### src/rtl/dds_phase_gen.sv
// Dual DDS phase accumulator feeding the 12-bit sine LUT.
// Ports: sys_clk/sys_rst, tuning-word valid/ready handshake
// (tw_chan/tw_data/tw_sync), per-voice gate, sample strobe
// clk_ena and the two 12-bit LUT addresses.
module dds_phase_gen #(
  parameter int ACC_W = 32,
  parameter int DIV   = 2268,
  parameter int DIV_W = 12
) (
  input  logic             sys_clk,
  input  logic             sys_rst,
  input  logic             tw_valid,
  output logic             tw_ready,
  input  logic             tw_chan,
  input  logic [ACC_W-1:0] tw_data,
  input  logic             tw_sync,
  input  logic [1:0]       gate,
  output logic             clk_ena,
  output logic [11:0]      dds1_oaddr,
  output logic [11:0]      dds2_oaddr
);

  logic [DIV_W-1:0] count_q, count_d;
  logic             clk_ena_q, clk_ena_d;
  logic [ACC_W-1:0] acc1_q, acc1_d;
  logic [ACC_W-1:0] acc2_q, acc2_d;
  logic [ACC_W-1:0] tw1_q, tw1_d;
  logic [ACC_W-1:0] tw2_q, tw2_d;
  logic             pend_q, pend_d;
  logic             hchan_q, hchan_d;
  logic [ACC_W-1:0] hdata_q, hdata_d;
  logic             hsync_q, hsync_d;
  logic [11:0]      addr1_q, addr1_d;
  logic [11:0]      addr2_q, addr2_d;

  logic             tick;
  logic             xfer;
  logic             apply1, apply2;
  logic [ACC_W-1:0] eff1, eff2;

  always_comb begin
    tick = (count_q == DIV_W'(DIV - 1));
    xfer = tw_valid & ~pend_q;
    // A held update only takes effect on a tick edge.
    apply1 = pend_q & ~hchan_q;
    apply2 = pend_q & hchan_q;
    eff1 = apply1 ? hdata_q : tw1_q;
    eff2 = apply2 ? hdata_q : tw2_q;

    count_d   = tick ? '0 : count_q + 1'b1;
    clk_ena_d = tick;

    tw1_d   = tw1_q;
    tw2_d   = tw2_q;
    acc1_d  = acc1_q;
    acc2_d  = acc2_q;
    addr1_d = addr1_q;
    addr2_d = addr2_q;

    if (tick) begin
      tw1_d = eff1;
      tw2_d = eff2;

      if (!gate[0])
        acc1_d = '0;
      else if (apply1 && hsync_q)
        acc1_d = '0;
      else
        acc1_d = acc1_q + eff1;

      if (!gate[1])
        acc2_d = '0;
      else if (apply2 && hsync_q)
        acc2_d = '0;
      else
        acc2_d = acc2_q + eff2;

      addr1_d = acc1_d[ACC_W-1 -: 12];
      addr2_d = acc2_d[ACC_W-1 -: 12];
    end

    // A transfer on a tick edge sees pend_q low, so it
    // waits for the following tick.
    if (pend_q)
      pend_d = ~tick;
    else
      pend_d = xfer;

    hchan_d = xfer ? tw_chan : hchan_q;
    hdata_d = xfer ? tw_data : hdata_q;
    hsync_d = xfer ? tw_sync : hsync_q;
  end

  always_ff @(posedge sys_clk or posedge sys_rst) begin
    if (sys_rst) begin
      count_q   <= '0;
      clk_ena_q <= 1'b0;
      acc1_q    <= '0;
      acc2_q    <= '0;
      tw1_q     <= '0;
      tw2_q     <= '0;
      pend_q    <= 1'b0;
      hchan_q   <= 1'b0;
      hdata_q   <= '0;
      hsync_q   <= 1'b0;
      addr1_q   <= '0;
      addr2_q   <= '0;
    end else begin
      count_q   <= count_d;
      clk_ena_q <= clk_ena_d;
      acc1_q    <= acc1_d;
      acc2_q    <= acc2_d;
      tw1_q     <= tw1_d;
      tw2_q     <= tw2_d;
      pend_q    <= pend_d;
      hchan_q   <= hchan_d;
      hdata_q   <= hdata_d;
      hsync_q   <= hsync_d;
      addr1_q   <= addr1_d;
      addr2_q   <= addr2_d;
    end
  end

  assign tw_ready   = ~pend_q;
  assign clk_ena    = clk_ena_q;
  assign dds1_oaddr = addr1_q;
  assign dds2_oaddr = addr2_q;

endmodule
### config.mk
export PLATFORM = sky130hd
export DESIGN_NAME = dds_phase_gen
export DESIGN_NICKNAME = d
export VERILOG_FILES = /design/src/rtl/dds_phase_gen.sv
export SDC_FILE = /design/constraint.sdc
export NUM_CORES = 1
export LEC_CHECK = 0
export BUFFER_PORTS_ARGS = -buffer_cell sky130_fd_sc_hd__buf_2
export CAP_MARGIN = 20
export CORE_UTILIZATION = 62
export DETAILED_ROUTE_END_ITERATION = 12
export PLACE_DENSITY = 0.87
export SLEW_MARGIN = 20
export SYNTH_ARGS = -nofsm -noshare
export SYNTH_HDL_FRONTEND = slang
export SYNTH_SLANG_ARGS = --single-unit
### constraint.sdc
create_clock -name sys_clk -period 7.65 [get_ports sys_clk]
set_input_delay 1.53 -clock sys_clk [delete_from_list [all_inputs] [get_ports sys_clk]]
set_output_delay 1.53 -clock sys_clk [all_outputs]
set_load 0.03 [all_outputs]
# Word level (Yosys, flattened, before mapping)
# Index checks and enable logic that the tools add are counted.
totals:
  latch_bits: 0
  ramBits: 0
  regBits: 200
  input_bits: 39
  memories: 0
  word_cells: 32
  out_inout_bits: 26
  rom_bits: 0
op_classes:
  shifts: 0
  bitwise: 6
  n_eq_ne: 1
  n_addsub: 3
  div_mod_pow: 0
  reduce_logical: 2
  n_mux: 8
  order_cmp: 0
  multipliers: 0
ops:
  columns: ["op", "n"]
  rows:
  - ["$mux W32", 6]
  - ["$add A32 B32 Y32", 2]
  - ["$add A12 B1 Y12 const B", 1]
  - ["$eq A12 B12 Y1 const B", 1]
  - ["$mux W12", 1]
  - ["$and A1 B1 Y1", 3]
  - ["$not A1 Y1", 3]
  - ["$logic_and A1 B1 Y1", 2]
  - ["$mux W1", 1]

# Longest topological paths before layout
# Gate-level depths: netlist (run 1).
depth:
  depth_word: 6
  depth_mapped: 16
  depth_no_buf: 15

# Worst setup path after synthesis (run 1)
# No wires, ideal clock.
synth_path:
  kind: "register -> register"
  startpoint: "register pend_q"
  endpoint: "register acc1_q[28]"
  path_slack_ns: 3.545
  arrival_time_ns: 3.984
  period_less_slack_ns: 4.105
  setup_ns: 0.122
  required_ns: 7.528
  path_stages_with_launch: 17
  path_cell_list: "dfrtp_1 > inv_2 > nor2_1 > clkbuf_1 > mux2_2 > ha_1 > fa_1 > nand3_1 > nand2_1 > a211oi_1 > a31oi_1 > a21oi_1 > o31ai_1 > o21ai_1 > a21boi_1 > or3_1 > a32o_1"
synth_via:
  elab_chain_cells: 5
  word_cells_on_any_way: 6
  classes_between: "add/sub (1); mux (3); bitwise (1); reduce/logical (1)"
synth_rtl:
  columns: ["element", "line_no", "source"]
  rows:
  - ["start: declaration", "29", "logic pend_q, pend_d;"]
  - ["start signal: assignment", "115", "pend_q <= pend_d;"]
  - ["$and A1 B1 Y1", "45", "apply1 = pend_q & ~hchan_q;"]
  - ["$mux W32", "47", "eff1 = apply1 ? hdata_q : tw1_q;"]
  - ["via eff1[0]", "39", "logic [ACC_W-1:0] eff1, eff2;"]
  - ["$add A32 B32 Y32", "69", "acc1_d = acc1_q + eff1;"]
  - ["$mux W32", "66", "else if (apply1 && hsync_q)"]
  - ["$mux W32", "64", "if (!gate[0])"]
  - ["end signal: assignment", "98", "acc1_q <= '0;"]
  - ["end signal: assignment", "111", "acc1_q <= acc1_d;"]
  - ["end: declaration", "25", "logic [ACC_W-1:0] acc1_q, acc1_d;"]
# The timed path passes the listed nets, and every way through them passes these cells.
# A chain may end at the register's enable or synchronous reset.

# Worst setup path in the final report (run 1)
# Ends and elaborated chain as after synthesis.

==> results of run 1 <==
## layer usage
layer	GRT usage	up-vias	routed length (µm)	part of all wire
met5	0	-	0	0
met4	0.103	0	577	0.024
met3	0.0544	46	1180	0.049
met2	0.498	240	12100	0.50
met1	0.363	3870	10200	0.42
li1	-	3643	-	-
## path summary, 6_finish.rpt
| path | start | end | slack [ns] | cells past startpoint |
|---|---|---|---|---|
| hold reg to reg | count_q[0]$_DFF_PP0_ | count_q[0]$_DFF_PP0_ | 0.46 | 1 |
| min in group asynchronous | sys_rst | tw1_q[0]$_DFFE_PP0P_ | 1.18 | 2 |
| max in group asynchronous | sys_rst | hdata_q[13]$_DFFE_PP0P_ | 5.21 | 3 |
| setup reg to reg | pend_q$_DFF_PP0_ | acc1_q[28]$_DFFE_PP0P_ | 2.96 | 16 |
| setup / recovery | pend_q$_DFF_PP0_ | acc1_q[28]$_DFFE_PP0P_ | 2.96 | 16 |
| hold / removal | count_q[0]$_DFF_PP0_ | count_q[0]$_DFF_PP0_ | 0.46 | 1 |
## sequential cells by signal (all words and copies together) (netlist names)
register  cells
acc1_q       32
acc2_q       32
hdata_q      32
tw1_q        32
tw2_q        32
count_q      12
clk_ena       1
hchan_q       1
hsync_q       1
pend_q        1
## where the power goes
| part | switching (mW) | internal [mW] | total [mW] |
|---|---|---|---|
| logic | 1.09 | 0.877 | 1.96 |
| clock network | 0.357 | 0.439 | 0.796 |
| registers | 0.0838 | 1.00 | 1.08 |
| total | 1.53 | 2.32 | 3.85 |
## metrics by stage
step | setup slack [ns] | hold WS, ns | util | cells | power (mW)
4_1_cts | 3.03 | 0.466 | 0.692 | 1263 | 3.84
6_report | 2.96 | 0.464 | 0.692 | 1263 | 3.85
3_5_place_dp | 3.05 | 0.457 | 0.660 | 1231 | 3.00
3_3_place_gp | 3.22 | 0.453 | 0.659 | 1231 | 2.93
2_1_floorplan | 1.35 | 0.433 | - | 996 | 2.61
5_1_grt | 2.72 | 0.498 | 0.692 | 1263 | 4.09
## cell families (layout without fill, tap and decap cells)
group,Yosys count,count (layout),share of synthesized area
AND/OR/NAND/NOR,211,211,0.0899
flip-flops,176,176,0.417
buffers and inverters,71,118,0.0337
XOR/XNOR,65,65,0.0539
AO/OA/AOI/OAI,230,230,0.136
multiplexers,164,164,0.174
adder cells (fa/ha/maj),79,79,0.0950
## layout by cell type (no fill, tap or decap), types with 22 or more instances in the layout
master / netlist / routed
dfrtp_1: 176 / 176
mux2_2: 161 / 161
nand2_1: 104 / 104
ha_1: 77 / 77
buf_2: 0 / 64
a21oi_1: 58 / 58
o21ai_1: 45 / 45
o21ai_0: 37 / 37
xnor2_1: 36 / 36
a21o_1: 31 / 31
nor2_1: 31 / 30
xor2_1: 29 / 29
nand3_1: 23 / 22
## cell type report
cell class | instances | area [µm²] | area share
Clock buffer | 23 | 478 | 0.0416
Clock inverter | 9 | 60.1 | 0.00523
Inverter | 15 | 61.3 | 0.00534
Multi-Input combinational cell | 749 | 5830 | 0.508
Sequential cell | 176 | 4400 | 0.384
Tap cell | 220 | 275 | 0.0240
Timing Repair Buffer | 71 | 373 | 0.0325
==> results.cfg, run 1 <==
[floorplan]
die_area_mm2 = 0.0176
die_x_um = 133
die-height_um = 133
initial_core_util = 0.637
core-area_mm2 = 0.0166
placement_rows = 47
ios = 65

[cts]
clock-root-buffer = clkbuf_16
numCtsBuffers = 17
clk_latency_ns = 0.43
hold_buffers = 0
path_clk_slew_ns = 0.06
cts_resized = 0
tritoncts = yes
post_cts_buffers = 0
clockBufferDepth = 2
clock_sink_count = 176
htree_levels = 4

[global_route]
antenna_found_initial = 0
grt_usage = 0.289
grt_pass1_wl_mm = 39.6
grt_max_degree = 72
grt.overflow.total = 0
grt_pass1_vias = 7870

[run]
drv_cap = 0

[timing]
fin_skew_ns = 0.00783
slew_headroom = 0.291
tightest_slew_ns = 1.06
setup_violations = 0
tns_ns = 0
rsz0062_at_grt = false
period_share = 0.613
final_max_slew_viol_count = 0
min_period_ns = 4.69
fmax_mhz = 213
hold_viol = 0

[place]
io_buffers = 64
place_congestion = 0.912
placed_cell_area_mm2 = 0.0109
place_hpwl_mm = 16.6

[worst_hold_path]
hold_class = flop to flop

[logic_synthesis]
synth_area_leaders = dfrtp_1, mux2_2, ha_1
async_flop_share = 1.00
ys.warnings.count = 0
yosysTopAreaCellShare = 0.417
synth_cell_types = 54
netlist_instances = 996
yosysSeqAreaShare = 0.417
yosysTopAreaCell = dfrtp_1
synth_common_cells = dfrtp_1, mux2_2, nand2_1
synth_nets = 1114
synthFlopType = dfrtp_1
synth-edff-count = 0
synth.most_common_cell = dfrtp_1
postSynthAreaPerCell_um2 = 10.6
ys_ff_latch = 176
syn_area_mm2 = 0.0106

[route]
antenna_left = 0
drc_errors = 0
wirelength_mm = 24.1
wl_per_cell_um = 19.1
first_pass_iters = 5
viasPerCell = 6.17
num_vias = 7799
first_iter_violations = 511

[layout]
fin_nets = 1148
num-fill-cells = 1200
drive_above_1_share = 0.259
areaGrowthSynthToFinish_pct = 8.62
antennaDiodeCount = 0
design_area_mm2 = 0.0115

[worst_setup_path]
path_cells = inv_2 -> nor2_4 -> buf_4 -> mux2_2 -> ha_1 -> fa_1 -> nand3_1 -> nand2_1 -> a211oi_1 -> a31oi_1 -> a21oi_1 -> o31ai_1 -> o21ai_1 -> a21boi_1 -> or3_1 -> a32o_1
start_kind = flop
max_stage_delay_ns = 0.49
critPathBufInv = 2
cp.arrival_ns = 5.01
crit_type = flop to flop
critPathSlowestCell = dfrtp_1
cp-end-kind = flop
crit_family = compound AO/OA/AOI/OAI gates
required_ns = 7.98
cp_max_fo = 20

[pwr]
irDropWorstVdd_v = 0.000220
p_per_area_mw_per_mm2 = 335
leakagePower_nw = 5.57

[run_status]
status = finished clean
No activity file was read; power rests on OpenSTA's default activity.
==> run 2, diff against run 1 <==
--- a/config.mk
+++ b/config.mk
@@ -7,9 +7,9 @@
 export LEC_CHECK = 0
 export BUFFER_PORTS_ARGS = -buffer_cell sky130_fd_sc_hd__buf_2
 export CAP_MARGIN = 20
-export CORE_UTILIZATION = 62
+export CORE_UTILIZATION = 56
 export DETAILED_ROUTE_END_ITERATION = 12
-export PLACE_DENSITY = 0.87
+export PLACE_DENSITY = 0.83
 export SLEW_MARGIN = 20
 export SYNTH_ARGS = -nofsm -noshare
 export SYNTH_HDL_FRONTEND = slang
==> constraint.sdc (replaced) <==
create_clock -name sys_clk -period 4 [get_ports sys_clk]
set_input_delay 0.8 -clock sys_clk [delete_from_list [all_inputs] [get_ports sys_clk]]
set_output_delay 0.8 -clock sys_clk [all_outputs]
set_load 0.03 [all_outputs]
==> run 2 against run 1 <==
  * Fmax grew 23%
  * Sequential power grew 93%
  * Non-clock buffer count grew 10
  * Clock-buffer cell count shrank 5
  * First-iteration DRC count shrank 20%
  * Critical path depth shrank 2
  * Clock power grew 140%
  * Global-route usage shrank 3.6 points
  * Sequential cell count is the same
  * Clock skew shrank 0.0014 ns
  * Largest cell class unchanged
==> results.cfg, run 2 (synthesis gave the netlist of run 1 again) <==
[global_route]
grt.overflow.total = 0
grt_pass1_wl_mm = 38.8
grt_pass1_vias = 7672
grt_max_degree = 177
grt_usage = 0.253
antenna_found_initial = 1

[route]
first_pass_iters = 4
wl_per_cell_um = 18.7
wl_met3_mm = 1.09
antenna_left = 0
viasPerCell = 6.07
top_layer_used = met5
drc_errors = 0
met1_length_mm = 10.7
met2_length_mm = 11.6
num_vias = 7788
wirelength_mm = 23.9
first_iter_violations = 411

[timing]
rsz0062_at_grt = false
slew_headroom = 0.306
fmax_mhz = 263
period_share = 0.951
tns_ns = 0
final_max_slew_viol_count = 0
hold_viol = 0
fin_skew_ns = 0.00646
setup_violations = 0
tightest_slew_ns = 1.04
min_period_ns = 3.80

[layout]
drive_above_1_share = 0.277
areaGrowthSynthToFinish_pct = 11.5
num-fill-cells = 1378
final_common_cell = dfrtp_1
mostFrequentLayoutCells = dfrtp_1, mux2_2, nand2_1
antennaDiodeCount = 0
design_area_mm2 = 0.0118
fin_nets = 1158

[floorplan]
die_area_mm2 = 0.0194
die-height_um = 139
ios = 65
initial_core_util = 0.580
core-area_mm2 = 0.0182
die_x_um = 139
placement_rows = 49

[worst_setup_path]
crit_type = flop to flop
cp_max_fo = 23
path_cells = nand2_1 -> buf_12 -> mux2_2 -> ha_1 -> o21ai_0 -> o21ai_1 -> nand2_1 -> a311oi_4 -> a31oi_1 -> o31a_1 -> o41ai_4 -> a221oi_2 -> xor2_1 -> o21ai_1
cp.arrival_ns = 4.11
max_stage_delay_ns = 0.45
cp-end-kind = flop
start_kind = flop
required_ns = 4.30
critPathSlowestCell = dfrtp_2

[worst_hold_path]
hold_class = flop to flop

[pwr]
p_per_area_mw_per_mm2 = 669
finalPower_mw = 7.88
irDropWorstVdd_v = 0.000367
leakagePower_nw = 5.70

[cts]
clock_sink_count = 176
numCtsBuffers = 17
clockBufferDepth = 2
clock-root-buffer = clkbuf_16
clk_latency_ns = 0.44
path_clk_slew_ns = 0.07
htree_levels = 4
tritoncts = yes

[place]
placed_cell_area_mm2 = 0.0110
io_buffers = 64
place_congestion = 0.856
place_hpwl_mm = 16.2

[run_status]
status = finished clean

[run]
drv_cap = 0
-- run 2: cell types whose count changed in the layout (fill, tap and decap cells not counted), moves of 3 or more --
cell       previous run  this run
bufinv_16             0         6
ha_2                  0         3
ha_1                 77        74
buf_4                 7        13
clkbuf_1              3         0
buf_12                0         3
-- run 2: through the flow --
stage / hold slack [ns] / std cells / worst slack (ns) / util
2_1_floorplan: 0.433 / 996 / 0.00363 / -
3_3_place_gp: 0.450 / 1248 / 0.0757 / 0.606
3_5_place_dp: 0.457 / 1248 / -0.0312 / 0.606
4_1_cts: 0.464 / 1280 / 0.110 / 0.643
5_1_grt: 0.496 / 1282 / 0.00361 / 0.647
6_report: 0.461 / 1282 / 0.197 / 0.647
-- run 2: final timing paths --
| check | startpoint | endpoint | slack [ns] | cells past startpoint |
|---|---|---|---|---|
| worst max-delay path | pend_q$_DFF_PP0_ | acc2_q[29]$_DFFE_PP0P_ | 0.20 | 14 |
| worst min-delay path | count_q[0]$_DFF_PP0_ | count_q[0]$_DFF_PP0_ | 0.46 | 1 |
| worst max register to register | pend_q$_DFF_PP0_ | acc2_q[29]$_DFFE_PP0P_ | 0.20 | 14 |
| worst min register to register | count_q[0]$_DFF_PP0_ | count_q[0]$_DFF_PP0_ | 0.46 | 1 |
| max in group asynchronous | sys_rst | acc1_q[7]$_DFFE_PP0P_ | 2.61 | 3 |
| min in group asynchronous | sys_rst | acc1_q[23]$_DFFE_PP0P_ | 0.53 | 3 |
-- run 2: worst max-delay path, delay by kind of cell (launching register included) --
kind / cells / cell delay, ns
adders and majority gates: 1 / 0.34
DFF: 1 / 0.45
buffers and inverters: 1 / 0.19
xor gates and xnor gates: 1 / 0.16
AOI/OAI and AO/OA: 8 / 1.84
muxes: 1 / 0.37
and+or+nand+nor: 2 / 0.30
-- run 2: layer usage --
layer / up-vias / global-route usage
met5: - / 0
met1: 3859 / 0.325
met4: 2 / 0.0918
met3: 38 / 0.0537
met2: 220 / 0.423
li1: 3669 / -
-- run 2: final cells by class --
type	count	area (µm²)	area share
repair buffers	81	489	0.0415
multi-input cells	749	5860	0.498
clock buffers	18	439	0.0373
inverters	15	60.1	0.00510
well taps	229	287	0.0243
clock inverters	14	235	0.0200
flip-flops and latches	176	4410	0.374
-- run 2: timing repair --
action                     CTS  global route
setup buffers                0             2
setup endpoints to repair    1             5
hold buffers                 0             0
resized for setup            1            12
pin swaps                    0             3
-- run 2: power by group --
group	leakage, nW	internal (mW)	switching, mW
logic	3.31	1.80	2.09
clock network	0.322	1.19	0.719
registers	2.07	1.91	0.168
total	5.70	4.90	2.98
